### src/rtl/acc_cpu_controller.sv
// acc_cpu_controller
//   Multi-cycle sequencer for the accumulator CPU. It holds PC and IR and
//   steps each instruction through FETCH -> DECODE -> (EXEC) -> FETCH. It
//   drives the shared memory address and enables, and the accumulator/ALU
//   controls. Memory reads are combinational, so IR is captured in the
//   FETCH cycle itself.
//
//   Every output is registered. Each output register is loaded with the
//   value that belongs to the state being entered, so an output is valid
//   during the whole cycle of that state. Reset clears the outputs at once.
//
// Ports
//   clk, rst_n        clock (rising edge), asynchronous active-low reset
//   start             level; begins execution from PC=0 in IDLE or HALT
//   ac_zero           accumulator==0 flag from the datapath
//   instr_rdata       instruction store read data (combinational)
//   mem_addr          shared address bus to the memory block
//   instr_rd_en       instruction read enable (FETCH)
//   data_rd_en        data read enable (LOAD/ADD/SUB/AND in EXEC)
//   data_wr_en        data write enable (STORE in EXEC)
//   ac_ld, ac_src     accumulator load strobe / source (1 = immediate)
//   alu_op            00 PASS, 01 ADD, 10 SUB, 11 AND
//   imm               IR operand field
//   pc, state_dbg     current PC and encoded state
//   halted, error     HALT indicator, sticky fault flag
module acc_cpu_controller #(
  parameter int ADDR_W      = 12,
  parameter int DATA_W      = 16,
  parameter int INSTR_DEPTH = 12,
  parameter int DATA_DEPTH  = 16
) (
  input  logic              clk,
  input  logic              rst_n,
  input  logic              start,
  input  logic              ac_zero,
  input  logic [DATA_W-1:0] instr_rdata,
  output logic [ADDR_W-1:0] mem_addr,
  output logic              instr_rd_en,
  output logic              data_rd_en,
  output logic              data_wr_en,
  output logic              ac_ld,
  output logic              ac_src,
  output logic [1:0]        alu_op,
  output logic [ADDR_W-1:0] imm,
  output logic [ADDR_W-1:0] pc,
  output logic [2:0]        state_dbg,
  output logic              halted,
  output logic              error
);

  typedef enum logic [2:0] {
    S_IDLE   = 3'd0,
    S_FETCH  = 3'd1,
    S_DECODE = 3'd2,
    S_EXEC   = 3'd3,
    S_HALT   = 3'd4,
    S_ERROR  = 3'd5
  } state_t;

  localparam logic [3:0] OP_HALT  = 4'b0000;
  localparam logic [3:0] OP_LOAD  = 4'b0001;
  localparam logic [3:0] OP_STORE = 4'b0010;
  localparam logic [3:0] OP_JMP   = 4'b0011;
  localparam logic [3:0] OP_JZ    = 4'b0100;
  localparam logic [3:0] OP_ADD   = 4'b0101;
  localparam logic [3:0] OP_SUB   = 4'b0110;
  localparam logic [3:0] OP_AND   = 4'b0111;
  localparam logic [3:0] OP_LOADI = 4'b1000;

  // The limits are one bit wider than the address, so a depth of 2**ADDR_W still fits.
  localparam logic [ADDR_W:0]   INSTR_LIM = (ADDR_W+1)'(INSTR_DEPTH);
  localparam logic [ADDR_W:0]   DATA_LIM  = (ADDR_W+1)'(DATA_DEPTH);
  localparam logic [ADDR_W-1:0] LAST_PC   = ADDR_W'(INSTR_DEPTH - 1);

  state_t            state;
  logic [DATA_W-1:0] ir;
  logic [ADDR_W-1:0] pc_reg;
  logic [ADDR_W-1:0] pc_inc;
  logic [3:0]        opcode;
  logic [ADDR_W-1:0] operand;
  logic              jump_ok;
  logic              data_ok;

  assign opcode    = ir[DATA_W-1 -: 4];
  assign operand   = ir[ADDR_W-1:0];
  assign jump_ok   = {1'b0, operand} < INSTR_LIM;
  assign data_ok   = {1'b0, operand} < DATA_LIM;
  assign pc_inc    = (pc_reg == LAST_PC) ? '0 : pc_reg + 1'b1;
  assign imm       = operand;
  assign pc        = pc_reg;
  assign state_dbg = state;

  always_ff @(posedge clk or negedge rst_n) begin
    if (!rst_n) begin
      state       <= S_IDLE;
      ir          <= '0;
      pc_reg      <= '0;
      mem_addr    <= '0;
      instr_rd_en <= 1'b0;
      data_rd_en  <= 1'b0;
      data_wr_en  <= 1'b0;
      ac_ld       <= 1'b0;
      ac_src      <= 1'b0;
      alu_op      <= 2'b00;
      halted      <= 1'b0;
      error       <= 1'b0;
    end else begin
      // All strobes default low, so each one lasts exactly one cycle.
      mem_addr    <= '0;
      instr_rd_en <= 1'b0;
      data_rd_en  <= 1'b0;
      data_wr_en  <= 1'b0;
      ac_ld       <= 1'b0;
      ac_src      <= 1'b0;
      alu_op      <= 2'b00;

      case (state)
        S_IDLE, S_HALT: begin
          if (start) begin
            pc_reg      <= '0;
            halted      <= 1'b0;
            state       <= S_FETCH;
            instr_rd_en <= 1'b1;
          end
        end

        S_FETCH: begin
          ir     <= instr_rdata;
          pc_reg <= pc_inc;
          state  <= S_DECODE;
        end

        S_DECODE: begin
          case (opcode)
            OP_HALT: begin
              state  <= S_HALT;
              halted <= 1'b1;
            end
            OP_JMP, OP_JZ: begin
              if (opcode == OP_JZ && !ac_zero) begin
                // A JZ that is not taken simply falls through to the next PC.
                state       <= S_FETCH;
                instr_rd_en <= 1'b1;
                mem_addr    <= pc_reg;
              end else if (jump_ok) begin
                pc_reg      <= operand;
                state       <= S_FETCH;
                instr_rd_en <= 1'b1;
                mem_addr    <= operand;
              end else begin
                state <= S_ERROR;
                error <= 1'b1;
              end
            end
            OP_LOADI: begin
              state    <= S_EXEC;
              mem_addr <= operand;
              ac_ld    <= 1'b1;
              ac_src   <= 1'b1;
            end
            OP_LOAD, OP_STORE, OP_ADD, OP_SUB, OP_AND: begin
              // An out-of-range operand faults here, before any data enable is raised.
              if (data_ok) begin
                state    <= S_EXEC;
                mem_addr <= operand;
                if (opcode == OP_STORE) begin
                  data_wr_en <= 1'b1;
                end else begin
                  data_rd_en <= 1'b1;
                  ac_ld      <= 1'b1;
                  case (opcode)
                    OP_ADD:  alu_op <= 2'b01;
                    OP_SUB:  alu_op <= 2'b10;
                    OP_AND:  alu_op <= 2'b11;
                    default: alu_op <= 2'b00;
                  endcase
                end
              end else begin
                state <= S_ERROR;
                error <= 1'b1;
              end
            end
            default: begin
              state <= S_ERROR;
              error <= 1'b1;
            end
          endcase
        end

        S_EXEC: begin
          state       <= S_FETCH;
          instr_rd_en <= 1'b1;
          mem_addr    <= pc_reg;
        end

        S_ERROR: begin
          error <= 1'b1;
        end

        default: begin
          state <= S_ERROR;
          error <= 1'b1;
        end
      endcase
    end
  end

endmodule
### config.mk
export PLATFORM = sky130hd
export DESIGN_NAME = acc_cpu_controller
export DESIGN_NICKNAME = d
export VERILOG_FILES = /design/src/rtl/acc_cpu_controller.sv
export SDC_FILE = /design/constraint.sdc
export NUM_CORES = 1
export LEC_CHECK = 0
export CORE_MARGIN = 2
export CORE_UTILIZATION = 28
export CTS_CLUSTER_SIZE = 12
export DETAILED_ROUTE_END_ITERATION = 8
export GPL_TIMING_DRIVEN = 0
export SLEW_MARGIN = 20
export SYNTH_ARGS = -nofsm -noshare
export SYNTH_HDL_FRONTEND = slang
export SYNTH_SLANG_ARGS = --single-unit
### constraint.sdc
create_clock -name clk -period 3.79 [get_ports clk]
set_input_delay 0.379 -clock clk [delete_from_list [all_inputs] [get_ports clk]]
set_output_delay 0.379 -clock clk [all_outputs]
set_load 0.02 [all_outputs]
==> summary.md, run 1 <==
| Metric | Value |
|---|---|
| Family with the most delay on the worst path | `compound AO/OA/AOI/OAI gates` |
| Max-Cap Viols | `0` |
| Final Hold Violating Endpoints | `0` |
| Vias in the first global route | `2,333` |
| Worst reg2reg path depth | `6` |
| Worst EP arrival | `between 2 and 3 ns` |
| Crit path time final | `between 2 and 2.5 ns` |
| Register-to-register setup slack | `1.31 ns` |
| PD cells | `674.5 nW/um^2` |
| Synth top area share | `48.19%` |
| Critical Path End Type | `flop` |
| Post-CTS setup buffers | `0` |
| Final HPWL DP | `5390 um` |
| Top FF cell, synth | `dfrtp_1` |
| CTS Hold Buffers Added | `0` |
| CTS-repair resized insts | `0` |
| Highest routed layer | `met4` |
| Mapped cell area | `2700 um^2` |
| CTS max path bufs | `2` |
| Placer Congestion | `between 0.8 and 0.9` |
| Met1 WL | `3459 um` |
| Max Freq | `approximately 400 MHz` |
| Rel. slew slack | `a little under three fifths` |
| Core area | `9284 um^2` |
| CP Buf/Inv Count | `1` |
| Synth area leaders | `dfrtp_1 48%, nand2_1 9.7%, nor2_1 3.8%` |
| Vias per cell | `4.927` |
| Slew @ Worst Pin | `approximately 0.67 ns` |
| Die area | `roughly 10,000 um^2` |
| Die Ht | `roughly 100 um` |
| Io pins | `68` |
| Initial antenna violation count | `0` |
| Post-route ant nets | `0` |
| DIE WIDTH | `102.2 um` |
| Crit path cell chain | `or4_4, a211oi_4, a21oi_2, or2_1, buf_6, a221o_1` |
| Worst EP required | `3.98 ns` |
| Slowest CP cell | `or4_4` |
| Clock sink count | `52` |
| Synth Register Bits | `52` |
| Num rows | `35` |
| Library cells used by synthesis | `56` |
| Final period utilization | `65.46%` |
| H-tree lvl count | `2` |
| Post-route worst setup slack | `~1.3 ns` |
| IO Port Bufs | `67` |
| Largest net degree at the start of global routing | `53` |
| Fraction of layout cells with a size suffix above 1 | `9.867%` |
| Crit Path Category | `flop to flop` |
| Leading area contributor after synthesis | `dfrtp_1` |
| # diodes | `0` |
| Critical Path Source Type | `flop` |
| Seq/Total Area, Yosys | `48.19%` |
| Post-route DRC | `0` |
| Grt ovf | `0` |
| CTS clk-pin slew, worst paths | `between 0.1 and 0.15 ns` |
| Final setup fails | `0` |
| Vias | `approximately 2,500` |
| Setup TNS | `0 ns` |
| CP peak stage delay | `around 0.60 ns` |
| CTS tree | `yes` |
| Layout Skew | `0.01548 ns` |
| Syn_area_per_cell | `9.000 um^2` |
| Syn-to-layout area delta | `34.06%` |
| Drt wl/cell | `~15 um` |
| Initial Util | `29.08%` |
| Total wire length | `7632 um` |
| Violation count after the first detailed-routing iteration | `157` |
| CTS buffer count | `5` |
| Pre-CTS setup slack | `1.341 ns` |
| Crit Path Max Fanout | `9` |
| Yosys warnings | `0` |
| Status | `finished, final reports clean` |
| Gate Count Post-Synth | `300` |
| Nets | `395` |
| Pleak | `0.001503 uW` |
| Fin. max-slew vios | `0` |
| All-layer global routing usage | `~15%` |
| First drt pass iteration count | `4` |
| Ys async rst share | `100.0%` |
| Root buffer cell | `clkbuf_8` |
| Max VDD drop | `0.2855 mV` |
| Worst R2R End | `pc[8]` |
| Met3 WL | `587 um` |
| Post-synth EDFFs | `0` |
| Post-synthesis net count | `321` |
| First-pass GRT wire length | `12,320 um` |
| Largest register FFs | `16` |
| RSZ-0062 raised after global routing | `false` |
| Worst skew pair latency | `0.31 ns` |
| Hold crit path type | `input port to async pin` |
| R2R Path Start | `ir[6]` |
| Final Util | `between 30% and 40%` |
| Wire length on met2 | `3538 um` |
==> worst reg2reg max path, delay by kind of cell, from the launching register on <==
| family | cells | cell delay (ns) |
|---|---|---|
| compound gates | 3 | 0.94 |
| buf+inv | 1 | 0.14 |
| flops | 1 | 0.42 |
| simple gates | 2 | 0.85 |
==> through the flow <==
step / std cells / hold slack [ns] / power (uW) / area [um^2]
2_1_floorplan: 300 / 0.08341 / 1656 / 2700
3_3_place_gp: 496 / 0.4843 / 2112 / 3532
3_5_place_dp: 496 / 0.4637 / 2127 / 3530
4_1_cts: 504 / 0.1135 / 2460 / 3620
5_1_grt: 504 / 0.1538 / 2625 / 3620
6_report: 504 / 0.08559 / 2442 / 3620
==> layout make-up <==
| class | count | area (um^2) |
|---|---|---|
| fillers | 952 | 5664 |
| inverters | 4 | 15.01 |
| well taps | 129 | 161.4 |
| clock inverters | 3 | 21.27 |
| plain buffers | 30 | 166.4 |
| flip-flops and latches | 52 | 1301 |
| clock buffers | 5 | 68.82 |
| repair buffers | 67 | 668.1 |
| multi-input cells | 214 | 1217 |
==> layer usage <==
metal  GRT usage (%)  vias up
met4           3.487        0
met5               0        -
met2           23.23      105
met1           21.59     1174
met3           3.557        4
li1                -     1200
==> cells in the final DEF (no fill, tap or decap), drive strengths merged, types with 4 or more instances in the layout <==
cell type	instances
a21oi	6
a22o	9
a22oi	5
buf	16
clkbuf	20
clkdlybuf4s50	66
dfrtp	52
inv	5
nand2	70
nand2b	5
nand3	5
nor2	27
nor3	9
o21ai	16
o31a	5
or2	4
or3	4
==> worst max path at each step <==
stage / startpoint / endpoint / slack, ns / cells after the start
final: ir[6] / pc[8] / 1.31 / 6
after global routing: ir[13] / mem_addr[11] / 1.09 / 6
after CTS: ir[6] / pc[8] / 1.31 / 6
after detailed placement: ir[6] / pc[8] / 1.34 / 6
after global placement: rst_n / ir[7] / 0.76 / 1
after floorplan: ir[6] / pc[8] / 1.56 / 6
==> logic make-up after synthesis <==
logic type               after synthesis  share of synthesized area (%)
buffers and inverters                 34                          6.719
AND/OR/NAND/NOR                      143                          24.65
flip-flops                            52                          48.19
adder cells (fa/ha/maj)                1                         0.4633
AO/OA/AOI/OAI                         70                          19.97
==> cell usage after synthesis (4+ instances only) <==
library cell,number
nand2_1,70
dfrtp_1,52
nor2_1,27
clkbuf_1,15
o21ai_0,15
buf_4,12
nor3_1,8
a22o_1,6
a21oi_1,5
a22oi_1,5
nand2b_1,5
nand3_1,5
o31a_1,5
inv_1,4
or3_1,4
==> power breakdown <==
part | total [uW] | leakage [uW] | switching [uW] | internal (uW)
Combinational | 1270 | 0.000771 | 724 | 546
Sequential | 846 | 0.000687 | 166 | 680
Clock | 326 | 0.0000445 | 194 | 132
No activity file was read; power rests on OpenSTA's default activity.
==> inputs of run 2 (changes only) <==
Clock period 3.79 ns to 2.3 ns, I/O delays scaled along.
==> summary.md, run 2 (synthesis gave the netlist of run 1 again) <==
| Metric | Value |
|---|---|
| Syn-to-layout area delta | `38.18% (was 34.06%)` |
| IO Port Bufs | `67 (unchanged)` |
| Placer Congestion | `0.8089 (unchanged)` |
| R2R Path Start | `ir[4] (was ir[6])` |
| Worst Min Path Start | `instr_rdata[13]` |
| Crit path time final | `2.257 ns (was 2.481 ns)` |
| Grt ovf | `0 (unchanged)` |
| Root buffer cell | `clkbuf_8 (unchanged)` |
| Post-route DRC | `0 (unchanged)` |
| Crit Path Max Fanout | `9 (unchanged)` |
| Worst EP arrival | `2.45 ns (was 2.67 ns)` |
| Final Hold Violating Endpoints | `0 (unchanged)` |
| Critical path startpoint | `ir[4] (was ir[6])` |
| Pre-CTS setup slack | `-0.1493 ns (was 1.341 ns)` |
| Critical Path End Type | `flop (unchanged)` |
| Final HPWL DP | `5390 um (unchanged)` |
| Max VDD drop | `0.4689 mV (was 0.2855 mV)` |
| Post-route ant nets | `0 (unchanged)` |
| Worst skew pair latency | `0.32 ns (was 0.31 ns)` |
| Final setup fails | `0 (unchanged)` |
| Crit Path Category | `flop to flop (unchanged)` |
| Hold crit path type | `input port to flop (was input port to async pin)` |
| Fraction of layout cells with a size suffix above 1 | `13.84% (was 9.867%)` |
| Max-Cap Viols | `0 (unchanged)` |
| Violation count after the first detailed-routing iteration | `159 (was 157)` |
| Io pins | `68 (unchanged)` |
| Critical Path Source Type | `flop (unchanged)` |
| CTS max path bufs | `2 (unchanged)` |
| First-pass GRT wire length | `12,340 um (was 12,320 um)` |
| Most frequent cells in the layout | `70 x nand2_1, 66 x clkdlybuf4s50_1, 52 x dfrtp_1 (unchanged)` |
| Drt wl/cell | `15.23 um (was 15.14 um)` |
| Status | `finished, final reports clean (unchanged)` |
| # diodes | `0 (unchanged)` |
| Total wire length | `7796 um (was 7632 um)` |
| CTS clk-pin slew, worst paths | `0.11 ns (about the same)` |
| Initial antenna violation count | `0 (unchanged)` |
| Initial Util | `29.08% (unchanged)` |
| Rel. slew slack | `55.28% (was 55.62%)` |
| Worst EP required | `2.49 ns (was 3.98 ns)` |
| DP Cell Count | `496 (unchanged)` |
| Largest net degree at the start of global routing | `53 (unchanged)` |
| Max Freq | `443.1 MHz (was 403.1 MHz)` |
| Fin. max-slew vios | `0 (unchanged)` |
| Vias per cell | `4.869 (was 4.927)` |
| Clock sink count | `52 (unchanged)` |
| DIE WIDTH | `102.2 um (unchanged)` |
| Fin cells | `512 (was 504)` |
| Final Util | `40.19% (was 38.99%)` |
| Die area | `10,440 um^2 (unchanged)` |
| First drt pass iteration count | `5 (was 4)` |
| Num rows | `35 (unchanged)` |
| Final period utilization | `98.12% (was 65.46%)` |
| Vias in the first global route | `2,336 (was 2,333)` |
| CTS buffer count | `5 (unchanged)` |
| Vias | `2,493 (was 2,483)` |
| Pleak | `0.001567 uW (was 0.001503 uW)` |
| PD cells | `1118 nW/um^2 (was 674.5 nW/um^2)` |
| CTS tree | `yes (unchanged)` |
| H-tree lvl count | `2 (unchanged)` |
| Layout Skew | `0.01705 ns (was 0.01548 ns)` |
| Fillers | `949 (was 952)` |
| Nets | `403 (was 395)` |
| Core area | `9284 um^2 (unchanged)` |
| Slew @ Worst Pin | `0.6684 ns (was 0.6657 ns)` |
| All-layer global routing usage | `15.12% (was 15.08%)` |
| Post-route worst setup slack | `0.04322 ns (was 1.309 ns)` |
| Commonest non-fill, non-tap cell in the layout | `nand2_1 (unchanged)` |
| Largest register FFs | `16 (unchanged)` |
| Die Ht | `102.2 um (unchanged)` |
| Setup TNS | `0 ns (unchanged)` |
run 2: through the flow:
stage / hold slack (ns) / total power, uW / cell area (um^2)
floorplan: -0.06559 / 2729 / 2700
global placement: 0.4843 / 3480 / 3532
detailed placement: 0.3147 / 3505 / 3530
CTS: 0.4330 / 4080 / 3652
global route: 0.4463 / 4467 / 3731
finish: 0.4284 / 4172 / 3731
run 2: worst max-delay path, cell delays in order, from the launching register on:
cell	delay, ns
dfrtp_1	0.42
or4_4	0.60
a211oi_4	0.31
a21oi_4	0.11
or2_1	0.23
buf_6	0.14
a221o_1	0.34
run 2: repair_timing:
item | 4_1_cts | 5_1_grt
resized for setup | 5 | 6
pin swaps | 1 | 3
setup buffers | 1 | 8
endpoints found under the setup margin | 15 | 19
endpoints found under the hold margin | 52 | 0
hold buffers | 1 | 0
run 2: report_power, final:
group / leakage, uW / internal (uW) / switching, uW
Sequential: 0.000687 / 1120 / 271
Combinational: 0.000835 / 983 / 1250
Clock: 0.0000445 / 217 / 327
run 2: worst paths after layout:
kind,cells past startpoint,slack [ns],endpoint
setup / recovery,6,0.04,pc[8]
hold / removal,3,0.43,ir[13]
setup reg to reg,6,0.04,pc[8]
hold reg to reg,1,0.48,error
max in group asynchronous,2,1.36,pc[8]
min in group asynchronous,2,0.49,state_dbg[2]
run 2: final cells by class:
| type | instances | area, um^2 | share of cell area [%] |
|---|---|---|---|
| sequential | 52 | 1301 | 34.88 |
| clock buffer | 5 | 68.82 | 1.844 |
| buffer | 28 | 162.7 | 4.359 |
| tap | 129 | 161.4 | 4.326 |
| inverter | 4 | 15.01 | 0.4024 |
| clock inverter | 3 | 21.27 | 0.5701 |
| timing repair buffer | 77 | 745.7 | 19.99 |
| multi-input combinational | 214 | 1255 | 33.64 |
run 2: routing by layer:
metal,GRT usage (%),vias up,wire [um]
met1,21.72,1174,3615
met4,3.692,0,83
li1,-,1209,-
met3,3.488,9,521
met5,0,-,0
met2,23.18,101,3575
